==> src/rtl/mul_hilo_ctrl_pkg.sv <==
// Shared CPU constants for the HI/LO multiply sequencer and its multiplier core.
package mul_hilo_ctrl_pkg;

    localparam int XLEN       = 32;
    localparam int HILO_W     = 2 * XLEN;
    // Must match the multiplier core's cycle count; shared with the core instantiation.
    localparam int MUL_CYCLES = 8;

    typedef enum logic [1:0] {
        IDLE = 2'd0,
        RUN  = 2'd1,
        FIX  = 2'd2,
        CLR  = 2'd3
    } mhc_state_e;

endpackage

==> src/rtl/mul_hilo_ctrl_if.sv <==
// CPU-side request / HI-LO bus between decode/stall logic and the multiply sequencer.
interface mul_hilo_ctrl_if #(parameter int DW = 32);

    logic          req;
    logic          is_signed;
    logic [DW-1:0] op_a;
    logic [DW-1:0] op_b;
    logic          flush;
    logic          hi_we;
    logic          lo_we;
    logic [DW-1:0] wdata;
    logic          busy;
    logic          done;
    logic [DW-1:0] hi;
    logic [DW-1:0] lo;

    modport master (
        output req, is_signed, op_a, op_b, flush, hi_we, lo_we, wdata,
        input  busy, done, hi, lo
    );

    modport slave (
        input  req, is_signed, op_a, op_b, flush, hi_we, lo_we, wdata,
        output busy, done, hi, lo
    );

endinterface

==> src/rtl/mul_sign_fix.sv <==
// Conditional two's-complement negation: operand magnitude in, signed product out.
module mul_sign_fix #(
    parameter int W = 32
) (
    input  logic [W-1:0] val,
    input  logic         neg,
    output logic [W-1:0] res
);

    // The most negative value maps to itself, which is its correct unsigned magnitude.
    assign res = neg ? ((~val) + {{(W-1){1'b0}}, 1'b1}) : val;

endmodule

==> src/rtl/mul_hilo_ctrl.sv <==
// MULT/MULTU sequencer: feeds magnitudes to the unsigned core, sign-fixes the product into HI/LO.
module mul_hilo_ctrl
    import mul_hilo_ctrl_pkg::*;
#(
    parameter int DW      = XLEN,
    parameter int MUL_LAT = MUL_CYCLES
) (
    input  logic              clk,
    input  logic              reset,
    mul_hilo_ctrl_if.slave    cpu,
    output logic [DW-1:0]     mul_a,
    output logic [DW-1:0]     mul_b,
    output logic              mul_start,
    output logic              mul_rst,
    input  logic [2*DW-1:0]   mul_z
);

    localparam int CW = (MUL_LAT > 1) ? $clog2(MUL_LAT) : 1;
    localparam logic [CW-1:0] CNT_LAST = CW'(MUL_LAT - 1);

    mhc_state_e          state, state_d;
    logic [CW-1:0]       cnt, cnt_d;
    logic                neg, neg_d;
    logic                done_q, done_d;
    logic [DW-1:0]       hi_q, hi_d, lo_q, lo_d;
    logic [DW-1:0]       a_q, a_d, b_q, b_d;
    logic [2*DW-1:0]     prod, prod_d, prod_fix;
    logic [1:0][DW-1:0]  op_raw, op_mag;
    logic [1:0]          op_neg;

    assign op_raw = {cpu.op_b, cpu.op_a};

    generate
        for (genvar i = 0; i < 2; i++) begin : g_op
            assign op_neg[i] = cpu.is_signed & op_raw[i][DW-1];
            mul_sign_fix #(.W(DW)) u_mag (
                .val (op_raw[i]),
                .neg (op_neg[i]),
                .res (op_mag[i])
            );
        end
    endgenerate

    mul_sign_fix #(.W(2*DW)) u_fix (
        .val (prod),
        .neg (neg),
        .res (prod_fix)
    );

    always_comb begin
        state_d = state;
        cnt_d   = cnt;
        neg_d   = neg;
        done_d  = 1'b0;
        hi_d    = hi_q;
        lo_d    = lo_q;
        a_d     = a_q;
        b_d     = b_q;
        prod_d  = prod;
        case (state)
            IDLE: begin
                if (cpu.hi_we) hi_d = cpu.wdata;
                if (cpu.lo_we) lo_d = cpu.wdata;
                if (cpu.req && !cpu.flush) begin
                    a_d     = op_mag[0];
                    b_d     = op_mag[1];
                    neg_d   = op_neg[0] ^ op_neg[1];
                    cnt_d   = '0;
                    state_d = RUN;
                end
            end
            RUN: begin
                // cnt holds on the capture edge so it never wraps inside RUN
                if (cpu.flush) begin
                    state_d = CLR;
                end else if (cnt == CNT_LAST) begin
                    prod_d  = mul_z;
                    state_d = FIX;
                end else begin
                    cnt_d = cnt + CW'(1);
                end
            end
            FIX: begin
                if (cpu.flush) begin
                    state_d = CLR;
                end else begin
                    {hi_d, lo_d} = prod_fix;
                    done_d       = 1'b1;
                    state_d      = IDLE;
                end
            end
            CLR:     state_d = IDLE;
            default: state_d = IDLE;
        endcase
    end

    // Falling edge: shares the multiplier core's clock edge.
    always_ff @(negedge clk) begin
        if (reset) begin
            state  <= IDLE;
            cnt    <= '0;
            neg    <= 1'b0;
            done_q <= 1'b0;
            hi_q   <= '0;
            lo_q   <= '0;
            a_q    <= '0;
            b_q    <= '0;
            prod   <= '0;
        end else begin
            state  <= state_d;
            cnt    <= cnt_d;
            neg    <= neg_d;
            done_q <= done_d;
            hi_q   <= hi_d;
            lo_q   <= lo_d;
            a_q    <= a_d;
            b_q    <= b_d;
            prod   <= prod_d;
        end
    end

    assign cpu.busy  = (state != IDLE);
    assign cpu.done  = done_q;
    assign cpu.hi    = hi_q;
    assign cpu.lo    = lo_q;
    assign mul_a     = a_q;
    assign mul_b     = b_q;
    assign mul_start = (state == RUN);
    // CLR realigns the core's internal cycle counter after an aborted multiply.
    assign mul_rst   = reset | (state == CLR);

endmodule

==> src/flat_wrapper.sv <==
// flat-port wrapper written by rule: the top's interface ports become plain ports
module mul_hilo_ctrl_flat import mul_hilo_ctrl_pkg::*;
#(
    parameter int DW      = XLEN,
    parameter int MUL_LAT = MUL_CYCLES
)
  (clk, reset, mul_a, mul_b, mul_start, mul_rst, mul_z, cpu_req, cpu_is_signed, cpu_op_a, cpu_op_b, cpu_flush, cpu_hi_we, cpu_lo_we, cpu_wdata, cpu_busy, cpu_done, cpu_hi, cpu_lo);
  mul_hilo_ctrl_if #(.DW(DW)) cpu_i ();
  input  logic clk;
  input  logic reset;
  output logic [DW-1:0] mul_a;
  output logic [DW-1:0] mul_b;
  output logic mul_start;
  output logic mul_rst;
  input  logic [2*DW-1:0] mul_z;
  input wire logic [$bits(cpu_i.req)-1:0] cpu_req;
  input wire logic [$bits(cpu_i.is_signed)-1:0] cpu_is_signed;
  input wire logic [$bits(cpu_i.op_a)-1:0] cpu_op_a;
  input wire logic [$bits(cpu_i.op_b)-1:0] cpu_op_b;
  input wire logic [$bits(cpu_i.flush)-1:0] cpu_flush;
  input wire logic [$bits(cpu_i.hi_we)-1:0] cpu_hi_we;
  input wire logic [$bits(cpu_i.lo_we)-1:0] cpu_lo_we;
  input wire logic [$bits(cpu_i.wdata)-1:0] cpu_wdata;
  output wire logic [$bits(cpu_i.busy)-1:0] cpu_busy;
  output wire logic [$bits(cpu_i.done)-1:0] cpu_done;
  output wire logic [$bits(cpu_i.hi)-1:0] cpu_hi;
  output wire logic [$bits(cpu_i.lo)-1:0] cpu_lo;
  assign cpu_i.req = cpu_req;
  assign cpu_i.is_signed = cpu_is_signed;
  assign cpu_i.op_a = cpu_op_a;
  assign cpu_i.op_b = cpu_op_b;
  assign cpu_i.flush = cpu_flush;
  assign cpu_i.hi_we = cpu_hi_we;
  assign cpu_i.lo_we = cpu_lo_we;
  assign cpu_i.wdata = cpu_wdata;
  assign cpu_busy = cpu_i.busy;
  assign cpu_done = cpu_i.done;
  assign cpu_hi = cpu_i.hi;
  assign cpu_lo = cpu_i.lo;
  mul_hilo_ctrl #(.DW(DW), .MUL_LAT(MUL_LAT)) u_core (.clk(clk), .reset(reset), .cpu(cpu_i), .mul_a(mul_a), .mul_b(mul_b), .mul_start(mul_start), .mul_rst(mul_rst), .mul_z(mul_z));
endmodule
==> config.mk <==
export PLATFORM = sky130hd
export DESIGN_NAME = mul_hilo_ctrl_flat
export DESIGN_NICKNAME = d
export VERILOG_FILES = /design/src/rtl/mul_hilo_ctrl_pkg.sv /design/src/rtl/mul_hilo_ctrl_if.sv /design/src/rtl/mul_sign_fix.sv /design/src/rtl/mul_hilo_ctrl.sv /design/src/flat_wrapper.sv
export SDC_FILE = /design/constraint.sdc
export NUM_CORES = 1
export LEC_CHECK = 0
export BUFFER_PORTS_ARGS = -buffer_cell sky130_fd_sc_hd__buf_2
export CAP_MARGIN = 10
export CORE_UTILIZATION = 40
export CTS_BUF_LIST = sky130_fd_sc_hd__clkbuf_8
export CTS_CLUSTER_SIZE = 28
export DETAILED_ROUTE_END_ITERATION = 12
export PLACE_DENSITY_LB_ADDON = 0.08
export SETUP_SLACK_MARGIN = 0.2
export SYNTH_ARGS = -nofsm -noshare
export SYNTH_HDL_FRONTEND = slang
export SYNTH_SLANG_ARGS = --single-unit
==> constraint.sdc <==
create_clock -name clk -period 2.6 [get_ports clk]
set_input_delay 0.52 -clock clk [delete_from_list [all_inputs] [get_ports clk]]
set_output_delay 0.52 -clock clk [all_outputs]
set_load 0.02 [all_outputs]
==> results of run 1 <==
==> layout make-up <==
type	instances	area, µm²	area share (%)
Antenna cell	3	7.51	0.0355
Clock buffer	17	234	1.11
Clock inverter	214	915	4.33
Inverter	12	67.6	0.320
Multi-Input combinational cell	1056	8920	42.2
Sequential cell	199	4170	19.7
Tap cell	335	419	1.98
Timing Repair Buffer	681	6400	30.3
==> through the flow <==
stage	hold WS [ns]	utilization, %
5_1_grt	0.470	81.3
2_1_floorplan	0.458	-
6_report	0.451	81.3
3_5_place_dp	0.437	55.9
4_1_cts	0.451	70.3
3_3_place_gp	0.432	55.9
==> placed cells by master, fill, tap and decap left out, types with 14 or more instances in the layout <==
cell type | synthesis | layout
o41ai_4 | 0 | 16
and3_1 | 18 | 15
o21ai_0 | 73 | 15
buf_6 | 0 | 207
a21oi_1 | 117 | 36
nand2_2 | 0 | 35
nand2_4 | 0 | 65
or3_1 | 24 | 15
clkbuf_8 | 0 | 17
inv_1 | 13 | 207
xnor2_1 | 42 | 40
buf_4 | 2 | 256
buf_12 | 0 | 33
dfxtp_1 | 199 | 64
nand2_1 | 211 | 109
buf_2 | 5 | 151
buf_8 | 0 | 14
a21oi_2 | 0 | 77
nor3_1 | 36 | 26
o31ai_4 | 0 | 17
nor2_1 | 152 | 127
a211oi_1 | 65 | 41
o21ai_1 | 4 | 32
o21ai_2 | 0 | 23
dfxtp_2 | 0 | 129
xor2_1 | 57 | 46
a211oi_2 | 0 | 23
==> worst register-to-register path, stage by stage, from the launching register on <==
cell      delay [ns]
dfxtp_2         0.32
or4_4           0.51
buf_6           0.13
or3_4           0.34
or3_4           0.46
buf_12          0.16
buf_16          0.13
o31ai_4         0.20
xor2_2          0.24
a221oi_2        0.08
==> per-layer routing <==
metal,wire [µm],part of all wire [%]
met5,0,0
met4,2570,5.1
met3,3610,7.2
met2,24700,49
met1,19600,39
==> cell families after synthesis <==
family	share of synthesized area [%]
xor gates and xnor gates	8.19
muxes	1.43
adders and majority gates	0.591
AOI/OAI and AO/OA	23.9
DFF	37.6
buffers and inverters	4.31
and+or+nand+nor	24.0
==> flip-flops by register name, indices dropped and copies added, names as in the netlist <==
name and cells:
u_core.cnt 3, u_core.cpu.done 1, u_core.cpu.hi 32, u_core.cpu.lo 32, u_core.mul_a 32, u_core.mul_b 32
u_core.neg 1, u_core.prod 64, u_core.state 2
==> path summary, 6_finish.rpt <==
path	from	to	slack [ns]	cells past startpoint
worst max register to register	u_core.prod[9]	u_core.cpu.hi[24]	-0.12	9
worst min register to register	u_core.cpu.lo[19]	u_core.cpu.lo[19]	0.45	2
worst min-delay path	u_core.cpu.lo[19]	u_core.cpu.lo[19]	0.45	2
worst max-delay path	cpu_op_b[17]	u_core.mul_b[28]	-0.68	7
==> timing repair <==
item	CTS	global route
endpoints found under the hold margin	0	0
gates cloned	12	16
buffers inserted	48	79
gates resized for setup	573	465
endpoints found under the setup margin	326	329
pin swaps	128	249
==> power by group through the flow <==
stage / Combinational (mW) / Sequential [mW] / Clock, mW
finish: 2.27 / 3.40 / 3.41
CTS: 1.92 / 3.40 / 3.43
floorplan: 0.654 / 3.56 / 0.464
global route: 2.38 / 3.41 / 3.84
detailed placement: 1.51 / 3.38 / 0.464
global placement: 1.50 / 3.38 / 0.464
==> flow_summary.ini, run 1 <==
[routing]
routed_wl_um = 50400
dr.pass1.iters = 5
ant_nets = 0
via_per_inst = 5.60
drtIter0Drc = 1211
vias = 14100
drc = 0
wl_per_cell_um = 20.0

[logic_synthesis]
seq_area_frac_synth_pct = 37.6
syn_inst = 1371
syn_nets = 1543
synth_edf_count = 0
synth_commonest_cells = 211 x nand2_1, 199 x dfxtp_1, 152 x nor2_1
netlist_top_cells_area = dfxtp_1 38%, nand2_1 7.5%, a21oi_1 5.5%
synth_most_common_cell = nand2_1
yosysWarnings = 0
ys_types = 64
netlist_area_um2 = 10600
ys_ff_latch = 199
synth_top_area_share_pct = 37.6
async_flop_share_pct = 0
dominantRegCellSynth = dfxtp_1
syn-mean-instance-area_um2 = 7.73
yosys.area.top_type = dfxtp_1

[setup_path]
crit_path_cell_trace = buf_6 -> or4_4 -> or3_4 -> or4_1 -> o21ai_2 -> xor2_1 -> a211oi_2
critPathArrivalTime_ns = 2.37
crit_buf_inv = 1
start_kind = primary input
crit_type = in2reg
cp.required_ns = 1.69
crit_family = simple AND/OR/NAND/NOR gates
slowest_delay_ns = 0.55
crit_path_end_kind = flip-flop
slowest_stage = or4_4
critPathMaxFanout = 3

[clock_tree]
cts.sinks = 199
clk_latency_ns = 0.52
cts_tree = yes
htreeDepth = 4
cts_buffers = 17
ctsHoldBuffers = 0
clk_pin_slew_ns = 0.05
clockBufferDepth = 2
clockRootBuffer = clkbuf_8

[power]
power.internal_mw = 5.54
p_per_area_nw_per_um2 = 429
clockPowerShare_pct = 37.6
p_sw_mw = 3.54
p_leak_nw = 9.55
switching_share_pct = 39.0
power_frac_seq_pct = 37.5
power_frac_comb_pct = 25.0
peakVddDrop_v = 0.000279
finalPower_mw = 9.08

[status]
violations = negative setup slack
status = finished with violations

[die]
die_w_um = 165
die-area_um2 = 27100
fp.dieH_um = 165
start_util_pct = 40.8
io_pins = 299
num_rows = 59
core-area_um2 = 26000

[global_routing]
grt_pass1_wl_um = 66600
grt-ovfl-total = 0
use_met3_pct = 8.14
grt_max_degree = 46
grt_util_met2_pct = 51.7
grt_pass1_vias = 12900
track_usage_pct = 32.0
grt_busiest_layer = met2
grt.met1_usage_pct = 38.4
antenna_found_initial = 2

[timing]
tns_ns = -44.92
slew_headroom_pct = 65.9
fin_skew_ns = 0.0500
tightest_slew_ns = 0.511
hold_viol = 0
slew_violations = 0
timing.final.ws_setup_ns = -0.683
setup_viol = 197
grt_setup_unrepaired = yes

[layout]
nets = 2338
area_growth_pct = 99.5
drive_gt1_share_pct = 58.6
final_cells = 2517
design_area_um2 = 21100
fillers = 1615

[hold_path]
min_path_type = reg2reg

[placed_design]
place_area_um2 = 14500
io_buffers = 298
dp_cells = 2129
dp_slack_ns = -1.15
place_congestion = 0.952
post-dp-hpwl_um = 29700

[flow_run]
maxCapViolCount = 0
No activity file was read; power rests on OpenSTA's default activity.
==> run 2, diff against run 1 <==
--- a/config.mk
+++ b/config.mk
@@ -7,7 +7,7 @@
 export LEC_CHECK = 0
 export BUFFER_PORTS_ARGS = -buffer_cell sky130_fd_sc_hd__buf_2
 export CAP_MARGIN = 10
-export CORE_UTILIZATION = 40
+export CORE_UTILIZATION = 49
 export CTS_BUF_LIST = sky130_fd_sc_hd__clkbuf_8
 export CTS_CLUSTER_SIZE = 28
 export DETAILED_ROUTE_END_ITERATION = 12
@@ -15,4 +15,5 @@
 export SETUP_SLACK_MARGIN = 0.2
 export SYNTH_ARGS = -nofsm -noshare
 export SYNTH_HDL_FRONTEND = slang
+export SYNTH_HIERARCHICAL = 1
 export SYNTH_SLANG_ARGS = --single-unit
==> flow_summary.ini, run 2 <==
[status]
status = aborted with a tool error
stop_stage = global routing (5_1_grt)
error_line = [ERROR GRT-0232] Routing congestion too high. Check the congestion heatmap in the GUI.

[clock_tree]
htreeDepth = 4
cts_buffers = 17
clockBufferDepth = 2
ctsHoldBuffers = 0
clockRootBuffer = clkbuf_8
cts.sinks = 199

[logic_synthesis]
synth-simple-area-share_pct = 22.0
synth_edf_count = 0
synth_most_common_cell = nand2_1
yosys.area.top_type = dfxtp_1
syn_inst = 1268
netlist_area_um2 = 10600
syn_nets = 1440
synth_top_area_share_pct = 37.7
ys_types = 61
seq_area_frac_synth_pct = 37.7
async_flop_share_pct = 0
yosysWarnings = 6
synth-compound-area-share_pct = 25.4
syn-mean-instance-area_um2 = 8.34
synth_commonest_cells = 295 x nand2_1, 199 x dfxtp_1, 197 x a21oi_1
synth_xor_area_share_pct = 10.2
dominantRegCellSynth = dfxtp_1
synthAdderAreaFrac_pct = 0.591
synth_top_family_by_area = compound AO/OA/AOI/OAI gates
muxShareOfSynthArea_pct = 0
ys_ff_latch = 199
netlist_top_cells_area = dfxtp_1 38%, nand2_1 10%, xnor2_1 10%

[die]
start_util_pct = 50.2
io_pins = 299
num_rows = 53
fp.dieH_um = 149
die_w_um = 149

[global_routing]
grt-ovfl-total = 1374
grt_max_degree = 47
track_usage_pct = 94.6

[timing]
crit_endpoint = cpu_busy
worst_endpoint_kind = top-level output

[placed_design]
io_buffers = 298
place_congestion = 0.926
place_area_um2 = 14400
post-dp-hpwl_um = 26000
-- run 2: cell types whose count changed after synthesis, moves of 14 or more --
cell      delta
a211oi_1    -64
a21oi_1     +80
and3_1      -18
buf_2       +29
clkbuf_1    -49
mux2i_1     -14
nand2_1     +84
nor2_1     -110
nor3_1      -28
o21ai_0     -35
o221a_2     +60
o31ai_1     +14
xnor2_1     +80
xor2_1      -56
-- run 2: cells by family after synthesis --
| logic type | count (synthesis) |
|---|---|
| AO/OA/AOI/OAI | 380 |
| buffers and inverters | 103 |
| flip-flops | 199 |
| XOR/XNOR | 123 |
| AND/OR/NAND/NOR | 458 |
| adder cells (fa/ha/maj) | 5 |
-- run 2: repair_timing --
action,4_1_cts
resized for setup,578
setup endpoints to repair,326
pin swaps,99
setup buffers,83
gates cloned,9
-- run 2: per-stage QoR --
stage | setup WS (ns) | cells | hold WS, ns
4_1_cts | -0.442 | 2256 | 0.452
3_5_place_dp | -0.809 | 1935 | 0.441
3_3_place_gp | -0.787 | 1935 | 0.435
2_1_floorplan | -0.543 | 1268 | 0.438
-- run 2: layer usage --
layer / global-route usage [%] / GRT overflow
met1: 84.7 / 14
met2: 122 / 996
met3: 72.1 / 10
met5: 21.4 / 1
met4: 114 / 353
==> run 3, diff against run 2 <==
--- a/config.mk
+++ b/config.mk
@@ -7,12 +7,9 @@
 export LEC_CHECK = 0
 export BUFFER_PORTS_ARGS = -buffer_cell sky130_fd_sc_hd__buf_2
 export CAP_MARGIN = 10
-export CORE_UTILIZATION = 49
-export CTS_BUF_LIST = sky130_fd_sc_hd__clkbuf_8
-export CTS_CLUSTER_SIZE = 28
+export CORE_UTILIZATION = 40
 export DETAILED_ROUTE_END_ITERATION = 12
-export PLACE_DENSITY_LB_ADDON = 0.08
-export SETUP_SLACK_MARGIN = 0.2
+export PLACE_DENSITY_LB_ADDON = 0.15
 export SYNTH_ARGS = -nofsm -noshare
 export SYNTH_HDL_FRONTEND = slang
 export SYNTH_HIERARCHICAL = 1
==> constraint.sdc (replaced) <==
create_clock -name clk -period 3.4 [get_ports clk]
set_input_delay 0.68 -clock clk [delete_from_list [all_inputs] [get_ports clk]]
set_output_delay 0.68 -clock clk [all_outputs]
set_load 0.02 [all_outputs]
==> flow_summary.ini, run 3 <==
[status]
status = finished with violations
violations = negative setup slack

[layout]
regMostFlops = u_core/prod
nets = 2016
final_common_cell = nand2_1
largest_reg_flops = 64
area_growth_pct = 48.7
final_cells = 2196
finish.utilization_pct = 60.5
layout_common_cells = 287 x nand2_1, 236 x buf_2, 206 x inv_1
drive_gt1_share_pct = 37.0
design_area_um2 = 15700

[clock_tree]
htreeDepth = 4
cts_buffers = 17
clk_latency_ns = 0.48
cts.sinks = 199
clk_pin_slew_ns = 0.04
clockRootBuffer = clkbuf_16
clockBufferDepth = 2
cts_tree = yes
ctsHoldBuffers = 0

[setup_path]
critPathMaxFanout = 4
reg2regPathDepth = 6
crit_type = reg2out
start_kind = flip-flop
critPathArrivalTime_ns = 2.87
cp.required_ns = 2.72
crit_path_end_kind = output port

[power]
finalPower_mw = 6.87
switching_share_pct = 36.0
power_frac_comb_pct = 18.9
peakVddDrop_v = 0.000393
p_per_area_nw_per_um2 = 436
power.internal_mw = 4.39
power_frac_seq_pct = 37.6
p_leak_nw = 7.38
p_sw_mw = 2.47
clockPowerShare_pct = 43.5

[die]
num_rows = 59
core-area_um2 = 26000
die_w_um = 165
start_util_pct = 40.7
fp.dieH_um = 165
io_pins = 299
die-area_um2 = 27100

[logic_synthesis]
synth-compound-area-share_pct = 25.4
yosys.area.top_type = dfxtp_1
synth_most_common_cell = nand2_1
synthAdderAreaFrac_pct = 0.591
syn_inst = 1268
yosysWarnings = 6
muxShareOfSynthArea_pct = 0
netlist_top_cells_area = dfxtp_1 38%, nand2_1 10%, xnor2_1 10%
synth_xor_area_share_pct = 10.2
synth_commonest_cells = 295 x nand2_1, 199 x dfxtp_1, 197 x a21oi_1
synth-simple-area-share_pct = 22.0
dominantRegCellSynth = dfxtp_1
syn-mean-instance-area_um2 = 8.34
synth_top_area_share_pct = 37.7
syn_nets = 1440
async_flop_share_pct = 0
seq_area_frac_synth_pct = 37.7
synth_edf_count = 0
synth_top_family_by_area = compound AO/OA/AOI/OAI gates
ys_types = 61
netlist_area_um2 = 10600
ys_ff_latch = 199

[routing]
wl_met3_um = 2830
drc = 0
routed_wl_um = 36400
wl_per_cell_um = 16.6
drtIter0Drc = 675
ant_nets = 0
top_layer_used = met5
vias = 11500
via_per_inst = 5.24
dr.pass1.iters = 7
met1Wirelength_um = 14900
route.met2.wl_um = 17800

[timing]
timing.hold.ws_ns = 0.443
tightest_slew_ns = 0.752
setup_viol = 17
slew_violations = 0
grt_setup_unrepaired = yes
timing.final.ws_setup_ns = -0.151
fin_skew_ns = 0.0242
hold_viol = 0
slew_headroom_pct = 49.9

[global_routing]
grt_pass1_wl_um = 55600
grt_max_degree = 49
grt-ovfl-total = 0
grt_pass1_vias = 11100
antenna_found_initial = 8
track_usage_pct = 26.2

[flow_run]
maxCapViolCount = 0

[placed_design]
place_congestion = 0.864
dp_cells = 1948
post-dp-hpwl_um = 26300
place_area_um2 = 13600
io_buffers = 298

[hold_path]
min_path_type = reg2reg
holdPathStages = 2
## run 3: timing repair
action | in CTS | in global routing
setup endpoints to repair | 24 | 84
gates cloned | 0 | 0
setup buffers | 4 | 10
pin swaps | 9 | 57
gates resized for setup | 30 | 148
## run 3: logic make-up after synthesis
logic type,Yosys count
AND/OR/NAND/NOR,458
AO/OA/AOI/OAI,380
flip-flops,199
XOR/XNOR,123
buffers and inverters,103
adder cells (fa/ha/maj),5
## run 3: area by class of cell
class	instances	area [µm²]
Sequential cell	199	4010
Clock buffer	17	425
Tap cell	335	419
Clock inverter	214	920
Inverter	8	30.0
Fill cell	2410	10300
Antenna cell	4	10.0
Timing Repair Buffer	453	3200
Multi-Input combinational cell	966	6720
## run 3: per-stage QoR
stage | setup TNS [ns] | setup WS, ns
after floorplan | -9.52 | -0.303
after global placement | -45.53 | -0.517
after detailed placement | -48.96 | -0.581
after CTS | -0.426 | -0.166
after global routing | -2.60 | -0.197
final | -0.932 | -0.151
## run 3: critical path, stage by stage, from the launching register on
cell and delay (ns):
dfxtp_2 0.33, or2_4 0.25, buf_6 0.13
## run 3: path summary, 6_finish.rpt
path	startpoint	endpoint	slack, ns
worst max-delay path	u_core/state[1]	cpu_busy	-0.15
worst min register to register	u_core/mul_b[7]	u_core/mul_b[7]	0.44
worst min-delay path	u_core/mul_b[7]	u_core/mul_b[7]	0.44
worst max register to register	u_core/prod[10]	u_core/cpu.hi[22]	0.48
## run 3: power groups by stage
| stage | registers (mW) | clock network, mW | logic, mW |
|---|---|---|---|
| finish | 2.58 | 2.98 | 1.30 |
| global route | 2.59 | 3.39 | 1.39 |
| CTS | 2.58 | 3.10 | 1.22 |
| detailed placement | 2.61 | 0.355 | 1.20 |
| global placement | 2.61 | 0.355 | 1.19 |
| floorplan | 2.75 | 0.355 | 0.495 |
## run 3: layer usage
metal	GRT usage, %	vias up
met2	43.9	403
met4	11.0	8
met3	10.2	57
met5	0	-
met1	29.5	5351
li1	-	5691
==> run 4, diff against run 3 <==
--- a/config.mk
+++ b/config.mk
@@ -5,6 +5,7 @@
 export SDC_FILE = /design/constraint.sdc
 export NUM_CORES = 1
 export LEC_CHECK = 0
+export ABC_AREA = 1
 export BUFFER_PORTS_ARGS = -buffer_cell sky130_fd_sc_hd__buf_2
 export CAP_MARGIN = 10
 export CORE_UTILIZATION = 40
==> flow_summary.ini, run 4 <==
[status]
status = finished with violations
violations = negative setup slack

[timing]
timing.final.ws_setup_ns = -0.0964
fin_skew_ns = 0.0322
grt_setup_unrepaired = yes
setup_viol = 3
slew_headroom_pct = 58.0
hold_viol = 0
tightest_slew_ns = 0.624
slew_violations = 0

[placed_design]
place_congestion = 0.964
place_area_um2 = 15100
dp_cells = 2758
io_buffers = 298
post-dp-hpwl_um = 34600
dp_slack_ns = -0.301

[layout]
final_cells = 3003
layout_common_cells = 580 x nor2_1, 543 x nand2_1, 298 x inv_1
regMostFlops = u_core/prod
fillers = 3254
largest_reg_flops = 64
area_growth_pct = 35.1
final_common_cell = nor2_1
nets = 2758
drive_gt1_share_pct = 23.2
design_area_um2 = 16800

[setup_path]
timing.rr.end = u_core/cpu.lo[22]
critPathMaxFanout = 4
reg2regPathDepth = 11
start_kind = flip-flop
rrSetupSlack_ns = 1.20
crit_path_end_kind = output port
r2r_start = u_core/prod[0]
cp.required_ns = 2.72
crit_type = reg2out
critPathArrivalTime_ns = 2.82

[logic_synthesis]
netlist_top_cells_area = dfxtp_1 32%, nor2_1 18%, nand2_1 16%
async_flop_share_pct = 0
yosys.area.top_type = dfxtp_1
synth_top_area_share_pct = 32.1
ys_types = 35
syn_inst = 2025
netlist_area_um2 = 12400
dominantRegCellSynth = dfxtp_1
yosysWarnings = 6
seq_area_frac_synth_pct = 32.1
syn_nets = 2197
syn-mean-instance-area_um2 = 6.14
synth_commonest_cells = 580 x nor2_1, 545 x nand2_1, 199 x dfxtp_1
synth_most_common_cell = nor2_1
ys_ff_latch = 199
synth_edf_count = 0

[routing]
ant_nets = 0
routed_wl_um = 44300
drc = 0
drtIter0Drc = 745
via_per_inst = 4.86
dr.pass1.iters = 7
vias = 14600
wl_per_cell_um = 14.8

[die]
core-area_um2 = 30600
die-area_um2 = 31800
die_w_um = 178
start_util_pct = 40.6
io_pins = 299
fp.dieH_um = 178
num_rows = 64

[power]
p_leak_nw = 9.48
p_sw_mw = 2.63
power.internal_mw = 4.38
switching_share_pct = 37.6
power_frac_seq_pct = 37.1
power_frac_comb_pct = 19.9
clockPowerShare_pct = 43.0
finalPower_mw = 7.01
peakVddDrop_v = 0.000326
p_per_area_nw_per_um2 = 418

[clock_tree]
clk_pin_slew_ns = 0.04
clockBufferDepth = 2
clockRootBuffer = clkbuf_16
cts.sinks = 199
cts_buffers = 17
htreeDepth = 4
cts_tree = yes
ctsHoldBuffers = 0
clk_latency_ns = 0.50

[hold_path]
hold_end = u_core/mul_a[8]
min-delay-start = u_core/mul_a[8]
holdPathStages = 2
min_path_type = reg2reg

[global_routing]
antenna_found_initial = 13
grt-ovfl-total = 0
grt_pass1_vias = 14300
grt_pass1_wl_um = 69700
track_usage_pct = 28.1
grt_max_degree = 69

[flow_run]
maxCapViolCount = 0
run 4: changes by cell type after synthesis, moves of 66 or more:
| cell | before | now |
|---|---|---|
| o21ai_0 | 38 | 192 |
| nand2_1 | 295 | 545 |
| nand3_1 | 8 | 74 |
| inv_1 | 9 | 99 |
| nor2_1 | 42 | 580 |
| xnor2_1 | 122 | 31 |
| a21oi_1 | 197 | 10 |
run 4: area by class of cell:
type / instances / area, µm² / area share (%)
Multi-Input combinational cell: 1623 / 7480 / 44.6
Sequential cell: 199 / 4030 / 24.0
Timing Repair Buffer: 431 / 2970 / 17.7
Clock inverter: 214 / 917 / 5.46
Tap cell: 396 / 495 / 2.95
Inverter: 115 / 452 / 2.69
Clock buffer: 17 / 425 / 2.53
Antenna cell: 8 / 20.0 / 0.119
run 4: cell families (layout without fill, tap and decap cells):
| family | count (synthesis) | count (layout) | synth area share (%) |
|---|---|---|---|
| xor+xnor | 62 | 62 | 4.43 |
| fa+ha+maj | 5 | 5 | 0.503 |
| flops | 199 | 199 | 32.1 |
| compound gates | 249 | 249 | 10.8 |
| other cells | 0 | 8 | 0 |
| buf+inv | 203 | 777 | 7.83 |
| simple gates | 1307 | 1307 | 44.4 |
run 4: power by group through the flow:
stage                     clock network, mW  registers, mW  logic, mW
after floorplan                       0.355           2.77      0.619
after global placement                0.355           2.62       1.31
after detailed placement              0.355           2.62       1.32
after CTS                              3.15           2.59       1.35
after global routing                   3.41           2.61       1.54
final                                  3.02           2.60       1.39
run 4: worst max-delay path: stages, from the launching register on:
cell	delay, ns
dfxtp_4	0.36
inv_6	0.07
nand2_4	0.05
inv_4	0.05
buf_6	0.10
run 4: through the flow:
step	util [%]	hold WS, ns	setup TNS (ns)
6_report	54.9	0.500	-0.246
5_1_grt	54.8	0.521	-0.442
4_1_cts	54.1	0.496	-0.297
3_5_place_dp	49.3	0.484	-13.82
3_3_place_gp	49.3	0.476	-11.66
2_1_floorplan	-	0.469	0
run 4: metal layers:
layer	global-route usage, %	part of all wire, %
met5	0	0.16
met4	12.0	2.3
met3	10.0	7.0
met2	47.4	48
met1	32.0	43
run 4: timing repair:
item,CTS,global route
resized for setup,45,90
endpoints found under the setup margin,23,65
pin swaps,2,1
setup buffers,6,1
run 4: how the worst max path moves through the flow:
stage / start / to / cells after the start
5_1_grt: u_core/state[1] / mul_start / 4
6_report: u_core/state[1] / mul_start / 4
3_5_place_dp: cpu_is_signed / u_core/mul_a[21] / 9
2_1_floorplan: cpu_op_a[0] / u_core/mul_a[18] / 11
3_3_place_gp: cpu_op_a[0] / u_core/mul_a[30] / 12
4_1_cts: u_core/state[1] / mul_start / 4
